File: src/rtl/pipe_wb_reg_pkg.sv
// Shared defines and package for the writeback pipeline register.
//
// The shared defines (`StallBus, `Pass, `Hold, `Bubb, `RegAddrBus, `RegBus)
// are declared here once, under an include guard. This file must be
// compiled before every other file that uses them.
//
// Package pipe_wb_reg_pkg:
//   stall_t      - type of the stage control bus
//   DEF_AW       - default register address width, taken from `RegAddrBus
//   DEF_DW       - default register data width, taken from `RegBus
//   CNT_W        - width of the retired-write counter
//   stage_adv()  - true when the stall code moves the stage forward
//                  (`Pass or `Bubb)
//
// The optional forwarding feature is selected by the macro PIPE_WB_FWD_EN.
`ifndef PIPE_WB_SHARED_DEFINES
`define PIPE_WB_SHARED_DEFINES
`define StallBus   1:0
`define Pass       2'b00
`define Hold       2'b01
`define Bubb       2'b10
`define RegAddrBus 4:0
`define RegBus     31:0
`endif

package pipe_wb_reg_pkg;

  typedef logic [`StallBus] stall_t;

  localparam int DEF_AW = $bits(logic [`RegAddrBus]);
  localparam int DEF_DW = $bits(logic [`RegBus]);
  localparam int CNT_W  = 32;

  // `Hold and the unused code 2'b11 both freeze the stage.
  function automatic logic stage_adv(input stall_t s);
    return (s == `Pass) || (s == `Bubb);
  endfunction

endpackage

File: src/rtl/pipe_wb_reg_fwd_match.sv
// wb_fwd_match: priority matcher for one forwarding query.
//
// Parameters:
//   NLVL - number of priority levels (level 0 is the newest)
//   NCH  - entries per level
//   AW   - address width
//   DW   - data width
// Ports:
//   ent_addr_i  [NLVL*NCH*AW] - entry addresses; entry (lvl, ch) sits at
//                               index lvl*NCH+ch, with index 0 in the LSBs
//   ent_write_i [NLVL*NCH]    - entry write-valid flags
//   ent_data_i  [NLVL*NCH*DW] - entry data
//   q_addr_i    [AW]          - query address; address 0 never hits
//   hit_o                     - a matching entry exists
//   data_o      [DW]          - data of the winning entry, 0 on a miss
module wb_fwd_match #(
  parameter int NLVL = 3,
  parameter int NCH  = 2,
  parameter int AW   = 5,
  parameter int DW   = 32
) (
  input  logic [NLVL*NCH*AW-1:0] ent_addr_i,
  input  logic [NLVL*NCH-1:0]    ent_write_i,
  input  logic [NLVL*NCH*DW-1:0] ent_data_i,
  input  logic [AW-1:0]          q_addr_i,
  output logic                   hit_o,
  output logic [DW-1:0]          data_o
);

  // Walk the entries from lowest to highest priority so that the last match
  // wins: older levels first, and lower channels before higher ones inside
  // each level.
  always_comb begin
    hit_o  = 1'b0;
    data_o = '0;
    for (int lvl = NLVL - 1; lvl >= 0; lvl--) begin
      for (int ch = 0; ch < NCH; ch++) begin
        if (ent_write_i[lvl*NCH + ch] &&
            (ent_addr_i[(lvl*NCH + ch)*AW +: AW] == q_addr_i) &&
            (q_addr_i != '0)) begin
          hit_o  = 1'b1;
          data_o = ent_data_i[(lvl*NCH + ch)*DW +: DW];
        end
      end
    end
  end

endmodule

File: src/rtl/pipe_wb_reg.sv
// pipe_wb_reg: MEM->WB pipeline register with a writeback counter and,
// optionally, a retired-write history used for operand forwarding.
//
// Configuration macro: PIPE_WB_FWD_EN
//   defined   - history shift register and NQ query matchers are built
//   undefined - no history storage; q_hit_o and q_data_o are tied to 0
//
// Ports:
//   clk, rst            - clock, synchronous active-high reset
//   stall               - `Pass loads, `Bubb clears, anything else holds
//   rd_addr_i/_write_i/_data_i - per-channel write requests from MEM
//                         (channel 0 in the LSBs)
//   rd_addr_o/_write_o/_data_o - registered requests to WB / register file
//   q_addr_i            - forwarding query addresses (NQ ports)
//   q_hit_o, q_data_o   - per-query hit flag and data
//   wb_count_o          - running count of retired valid writes (wraps)
module pipe_wb_reg
  import pipe_wb_reg_pkg::*;
#(
  parameter int NCH    = 2,
  parameter int DW     = DEF_DW,
  parameter int AW     = DEF_AW,
  parameter int HDEPTH = 2,
  parameter int NQ     = 2
) (
  input  logic                clk,
  input  logic                rst,
  input  logic [`StallBus]    stall,
  input  logic [NCH*AW-1:0]   rd_addr_i,
  input  logic [NCH-1:0]      rd_write_i,
  input  logic [NCH*DW-1:0]   rd_data_i,
  output logic [NCH*AW-1:0]   rd_addr_o,
  output logic [NCH-1:0]      rd_write_o,
  output logic [NCH*DW-1:0]   rd_data_o,
  input  logic [NQ*AW-1:0]    q_addr_i,
  output logic [NQ-1:0]       q_hit_o,
  output logic [NQ*DW-1:0]    q_data_o,
  output logic [CNT_W-1:0]    wb_count_o
);

  logic [NCH*AW-1:0] addr_q, addr_d;
  logic [NCH-1:0]    write_q, write_d;
  logic [NCH*DW-1:0] data_q, data_d;
  logic [CNT_W-1:0]  count_q, count_d;
  logic [NCH-1:0]    wr_mask;
  logic [CNT_W-1:0]  wr_inc;

  // A write to x0 is captured but never marked valid.
  for (genvar gi = 0; gi < NCH; gi++) begin : g_mask
    assign wr_mask[gi] = rd_write_i[gi] && (rd_addr_i[gi*AW +: AW] != '0);
  end

  always_comb begin
    wr_inc = '0;
    for (int ch = 0; ch < NCH; ch++) begin
      wr_inc = wr_inc + CNT_W'(wr_mask[ch]);
    end
  end

  always_comb begin
    addr_d  = addr_q;
    write_d = write_q;
    data_d  = data_q;
    count_d = count_q;
    case (stall)
      `Pass: begin
        addr_d  = rd_addr_i;
        write_d = wr_mask;
        data_d  = rd_data_i;
        count_d = count_q + wr_inc;
      end
      `Bubb: begin
        addr_d  = '0;
        write_d = '0;
        data_d  = '0;
      end
      default: ;
    endcase
  end

  always_ff @(posedge clk) begin
    if (rst) begin
      addr_q  <= '0;
      write_q <= '0;
      data_q  <= '0;
      count_q <= '0;
    end else begin
      addr_q  <= addr_d;
      write_q <= write_d;
      data_q  <= data_d;
      count_q <= count_d;
    end
  end

  assign rd_addr_o  = addr_q;
  assign rd_write_o = write_q;
  assign rd_data_o  = data_q;
  assign wb_count_o = count_q;

`ifdef PIPE_WB_FWD_EN
  localparam int NLVL = HDEPTH + 1;

  logic [NCH*AW-1:0] hist_addr_q  [HDEPTH];
  logic [NCH*AW-1:0] hist_addr_d  [HDEPTH];
  logic [NCH-1:0]    hist_write_q [HDEPTH];
  logic [NCH-1:0]    hist_write_d [HDEPTH];
  logic [NCH*DW-1:0] hist_data_q  [HDEPTH];
  logic [NCH*DW-1:0] hist_data_d  [HDEPTH];
  logic              adv;

  logic [NLVL*NCH*AW-1:0] ent_addr;
  logic [NLVL*NCH-1:0]    ent_write;
  logic [NLVL*NCH*DW-1:0] ent_data;

  // The history moves whenever the stage moves, so a bubble pushes the
  // zeroed stage contents into slot 0 and ages everything else.
  assign adv = stage_adv(stall);

  for (genvar gi = 0; gi < HDEPTH; gi++) begin : g_hist
    if (gi == 0) begin : g_head
      assign hist_addr_d[gi]  = adv ? addr_q  : hist_addr_q[gi];
      assign hist_write_d[gi] = adv ? write_q : hist_write_q[gi];
      assign hist_data_d[gi]  = adv ? data_q  : hist_data_q[gi];
    end else begin : g_tail
      assign hist_addr_d[gi]  = adv ? hist_addr_q[gi-1]  : hist_addr_q[gi];
      assign hist_write_d[gi] = adv ? hist_write_q[gi-1] : hist_write_q[gi];
      assign hist_data_d[gi]  = adv ? hist_data_q[gi-1]  : hist_data_q[gi];
    end

    always_ff @(posedge clk) begin
      if (rst) begin
        hist_addr_q[gi]  <= '0;
        hist_write_q[gi] <= '0;
        hist_data_q[gi]  <= '0;
      end else begin
        hist_addr_q[gi]  <= hist_addr_d[gi];
        hist_write_q[gi] <= hist_write_d[gi];
        hist_data_q[gi]  <= hist_data_d[gi];
      end
    end

    // Level 0 is the live stage; history slot k is level k+1.
    assign ent_addr [(gi+1)*NCH*AW +: NCH*AW] = hist_addr_q[gi];
    assign ent_write[(gi+1)*NCH    +: NCH]    = hist_write_q[gi];
    assign ent_data [(gi+1)*NCH*DW +: NCH*DW] = hist_data_q[gi];
  end

  assign ent_addr [0 +: NCH*AW] = addr_q;
  assign ent_write[0 +: NCH]    = write_q;
  assign ent_data [0 +: NCH*DW] = data_q;

  for (genvar gi = 0; gi < NQ; gi++) begin : g_query
    wb_fwd_match #(
      .NLVL (NLVL),
      .NCH  (NCH),
      .AW   (AW),
      .DW   (DW)
    ) u_match (
      .ent_addr_i  (ent_addr),
      .ent_write_i (ent_write),
      .ent_data_i  (ent_data),
      .q_addr_i    (q_addr_i[gi*AW +: AW]),
      .hit_o       (q_hit_o[gi]),
      .data_o      (q_data_o[gi*DW +: DW])
    );
  end
`else
  logic unused_q_addr;

  assign unused_q_addr = ^q_addr_i;
  assign q_hit_o       = '0;
  assign q_data_o      = '0;
`endif

endmodule

File: config.mk
export PLATFORM = sky130hd
export DESIGN_NAME = pipe_wb_reg
export DESIGN_NICKNAME = d
export VERILOG_FILES = /design/src/rtl/pipe_wb_reg_pkg.sv /design/src/rtl/pipe_wb_reg_fwd_match.sv /design/src/rtl/pipe_wb_reg.sv
export SDC_FILE = /design/constraint.sdc
export NUM_CORES = 1
export LEC_CHECK = 0
export CORE_AREA = 2 2 103 105
export CTS_CLUSTER_SIZE = 14
export DETAILED_ROUTE_END_ITERATION = 12
export DIE_AREA = 0 0 105 107
export DONT_BUFFER_PORTS = 1
export GPL_ROUTABILITY_DRIVEN = 0
export SYNTH_ARGS = -nofsm -noshare
export SYNTH_HDL_FRONTEND = slang
export SYNTH_SLANG_ARGS = --single-unit
export TNS_END_PERCENT = 30
File: constraint.sdc
create_clock -name clk -period 8.9 [get_ports clk]
set_clock_uncertainty 0.2 [all_clocks]
set_input_delay 1.78 -clock clk [delete_from_list [all_inputs] [get_ports clk]]
set_output_delay 1.78 -clock clk [all_outputs]
set_load 0.1 [all_outputs]
==> summary.txt <==
Yosys
  • Seq/Total Area, Yosys: approximately 47%
  • Post-synth top cells: dfxtp_1, nor2_1, a22oi_1, buf_4, a21oi_1
  • Synth Area in Compound Gates: between 10% and 20%
  • Synth cell types: 35
  • Yosys warning count: 0
  • Top_reg_cell synth: dfxtp_1
  • Top-count cell post-synth: dfxtp_1
  • Simple-gate area share of the yosys netlist: between 10% and 20%
  • Cell taking the most area after synthesis: dfxtp_1
  • Synth top area share: a little under half
  • Synth top area cells: dfxtp_1, a22oi_1, buf_4
  • Xor/xnor cell area share of the yosys netlist: roughly 1.7%
  • Multiplexer share of the synthesized area: less than 1%
  • Mapped cell area: 4640 sq um
  • Largest family of logic cells by synthesized area: simple AND/OR/NAND/NOR gates
  • Syn avg cell area: 8.86 sq um
  • Cells after synthesis: roughly 520
  • Synth async-reset ratio: 0%
  • Yosys reg bits: roughly 110
  • Number of flops mapped to enable cells by yosys: 0
  • Adder-cell area share of the yosys netlist: less than 1%

Timing
  • Slew @ Worst Pin: between 1 and 1.5 ns
  • Tcrit/Tclk final: between 40% and 50%
  • Max Slew Vio Count: 0
  • Final hold slack: a little under 0.4 ns
  • Unrepaired setup endpoints after global routing: false
  • Final Hold Vio Count: 0
  • Setup-failing EPs final: 0
  • Relative slew slack: between 20% and 30%
  • Max Freq: 239 MHz
  • Setup tns final: 0 ns
  • Final Critical Period: approximately 4.2 ns

Drt
  • Vias post-DR: between 3,000 and 4,000
  • DRC violations left: 0
  • Overall routed net length: 10.3 mm
  • Post-route ant nets: 0
  • TritonRoute pass-1 iters: 5
  • Avg Vias per Cell: around 5.3
  • Drt first-iter violations: 154
  • Avg WL per Cell: 16.0 um

Critical path
  • Crit Path Max Fanout: 9
  • Worst r2r src: wb_count_o[0]$_SDFFE_PP0P_
  • Max incr delay on CP: 0.68 ns
  • WS Path Type: in -> reg
  • Worst R2R End: wb_count_o[24]$_SDFFE_PP0P_
  • Critical path capture point type: register
  • Startpoint Class: input port
  • Worst path slowest cell: or4_1
  • CP Cell Sequence: or4_1 > o21a_1 > fa_1 > ha_1 > or3b_1 > or4_1 > or4_1 > a21oi_1
  • CP arrival: between 4 and 5 ns
  • R2R Setup Slk: between 5 and 6 ns
  • Critical path required time: around 9.0 ns
  • R2R depth: 6
  • CP most frequent cell: or4_1

Floorplanning
  • Die Height: 107 um
  • Full die area: 11,200 sq um
  • Initial Util: between 40% and 50%
  • Core box area: between 10,000 and 15,000 sq um
  • # IOs: between 200 and 300
  • Rows: 37
  • Die X: around 110 um

Layout
  • Post-layout nets: about 590
  • Fill cells: 992
  • Fin area: ~4700 sq um
  • Growth of design area from synthesis to finish: 0.620%
  • Share of post-route cells with drive strength above 1: under 10%
  • Final Non-Filler Cells: between 600 and 700
  • Diodes inserted: 0

Placed design
  • Post-Place Cells: 627
  • HPWL Detailed: around 7.1 mm
  • Buffers on Ports: 0
  • Placed cell areas: 4460 sq um

CTS
  • Clk_lat worst skew: between 0.3 and 0.4 ns
  • CTS buffer count: 9
  • Total clock sinks: ~110
  • CTS tree: yes
  • Clk buf depth: 2
  • CTS root buf: clkbuf_8
  • Clock-pin slew on the worst setup and hold paths: 0.12 ns
  • H-tree lvl count: 3
  • Hold_buf cts: 0
  • Post-cts gate resize count: 0
  • Postcts setup bufs: 0

Pwr
  • Power Dens Cells: 230 nW/um^2
  • Pleak: around 1.7 nW
  • Peak supply drop: around 0.11 mV

Run status
  • Outcome: finished, final reports clean

Global routing
  • Initial antenna violation count: 0
  • Pin count of the biggest net entering global routing: around 110
  • Total global-route track usage: 17.2%
  • First-pass GRT wire length: about 16 mm
  • Grt ovf: 0
  • Vias in the first global route: roughly 3,100

Worst hold path
  • Hold Startpoint: wb_count_o[16]$_SDFFE_PP0P_
  • Hold Crit Depth: 2
  • Hold endpoint: wb_count_o[16]$_SDFFE_PP0P_
  • Classification of the worst-slack hold path: reg -> reg

Run
  • Max Cap Violations: 0
==> where the power goes <==
group	switching, mW	total, mW	internal [mW]
Clock	0.181	0.319	0.138
Sequential	0.109	0.605	0.496
Combinational	0.135	0.150	0.0145
==> metrics by stage <==
stage	setup WS (ns)	util (%)	total power [mW]
2_1_floorplan	4.59	-	0.792
3_3_place_gp	4.39	44.1	0.764
3_5_place_dp	4.35	44.1	0.765
4_1_cts	4.73	46.3	1.08
5_1_grt	4.60	46.3	1.11
6_report	4.72	46.3	1.07
==> worst max-delay path by stage <==
| stage | endpoint | from | slack (ns) |
|---|---|---|---|
| floorplan | wb_count_o[20]$_SDFFE_PP0P_ | rd_addr_i[2] | 4.59 |
| global placement | wb_count_o[20]$_SDFFE_PP0P_ | rd_addr_i[2] | 4.39 |
| detailed placement | wb_count_o[24]$_SDFFE_PP0P_ | rd_addr_i[2] | 4.35 |
| CTS | wb_count_o[24]$_SDFFE_PP0P_ | rd_addr_i[2] | 4.73 |
| global route | wb_count_o[20]$_SDFFE_PP0P_ | rd_addr_i[2] | 4.60 |
| finish | wb_count_o[24]$_SDFFE_PP0P_ | rd_addr_i[2] | 4.72 |
==> worst max-delay path: cells and delay by family <==
kind                     cells  cell delay (ns)
AND/OR/NAND/NOR              4             1.78
AO/OA/AOI/OAI                2             0.32
adder cells (fa/ha/maj)      2             0.41
==> sequential cells by signal, summed over array words and instances, names as in the netlist <==
register and cells:
wb_count_o 32, rd_write_o 2, rd_addr_o 10, rd_data_o 64
==> cell families after synthesis <==
group,Yosys count
buffers and inverters,105
multiplexers,4
AO/OA/AOI/OAI,116
adder cells (fa/ha/maj),2
AND/OR/NAND/NOR,179
flip-flops,108
other,1
XOR/XNOR,9
==> final cells by class <==
class / instances / area (sq um) / area share, %
Sequential cell: 108 / 2160 / 46.3
Multi-Input combinational cell: 376 / 2090 / 44.7
Tap cell: 136 / 170 / 3.64
Clock buffer: 9 / 124 / 2.65
Clock inverter: 7 / 93.8 / 2.01
Inverter: 5 / 18.8 / 0.402
Timing Repair Buffer: 2 / 15.0 / 0.321
==> layout by cell type (no fill, tap or decap), types with 2 or more instances in the layout <==
| master | synthesis | routed |
|---|---|---|
| o31ai_1 | 11 | 11 |
| or2_2 | 3 | 3 |
| inv_8 | 0 | 2 |
| dfxtp_1 | 108 | 108 |
| buf_4 | 66 | 2 |
| or3_1 | 6 | 6 |
| a22oi_1 | 66 | 66 |
| and4_1 | 2 | 2 |
| nor3_1 | 3 | 3 |
| a21oi_1 | 29 | 29 |
| mux2_2 | 4 | 4 |
| nand4_1 | 7 | 7 |
| nand2_1 | 14 | 14 |
| clkinv_4 | 0 | 2 |
| nor4_1 | 4 | 4 |
| o21ai_0 | 8 | 8 |
| xor2_1 | 3 | 3 |
| nor2_1 | 91 | 90 |
| clkbuf_8 | 0 | 9 |
| inv_1 | 5 | 5 |
| or4_1 | 19 | 19 |
| nand3_1 | 10 | 10 |
| nor2b_1 | 4 | 4 |
| o21a_1 | 2 | 2 |
| conb_1 | 1 | 66 |
| nor3b_1 | 10 | 10 |
| xnor2_1 | 6 | 6 |
==> routing by layer <==
layer  vias to the layer above  share of wire (%)  track usage [%]
met4                         0                1.6             6.38
met3                        11                 11             7.17
met5                         -                  0                0
li1                       1678                  -                -
met1                      1550                 41             20.2
met2                       170                 47             28.0
Note: power is estimated with default switching activity, not from simulation.
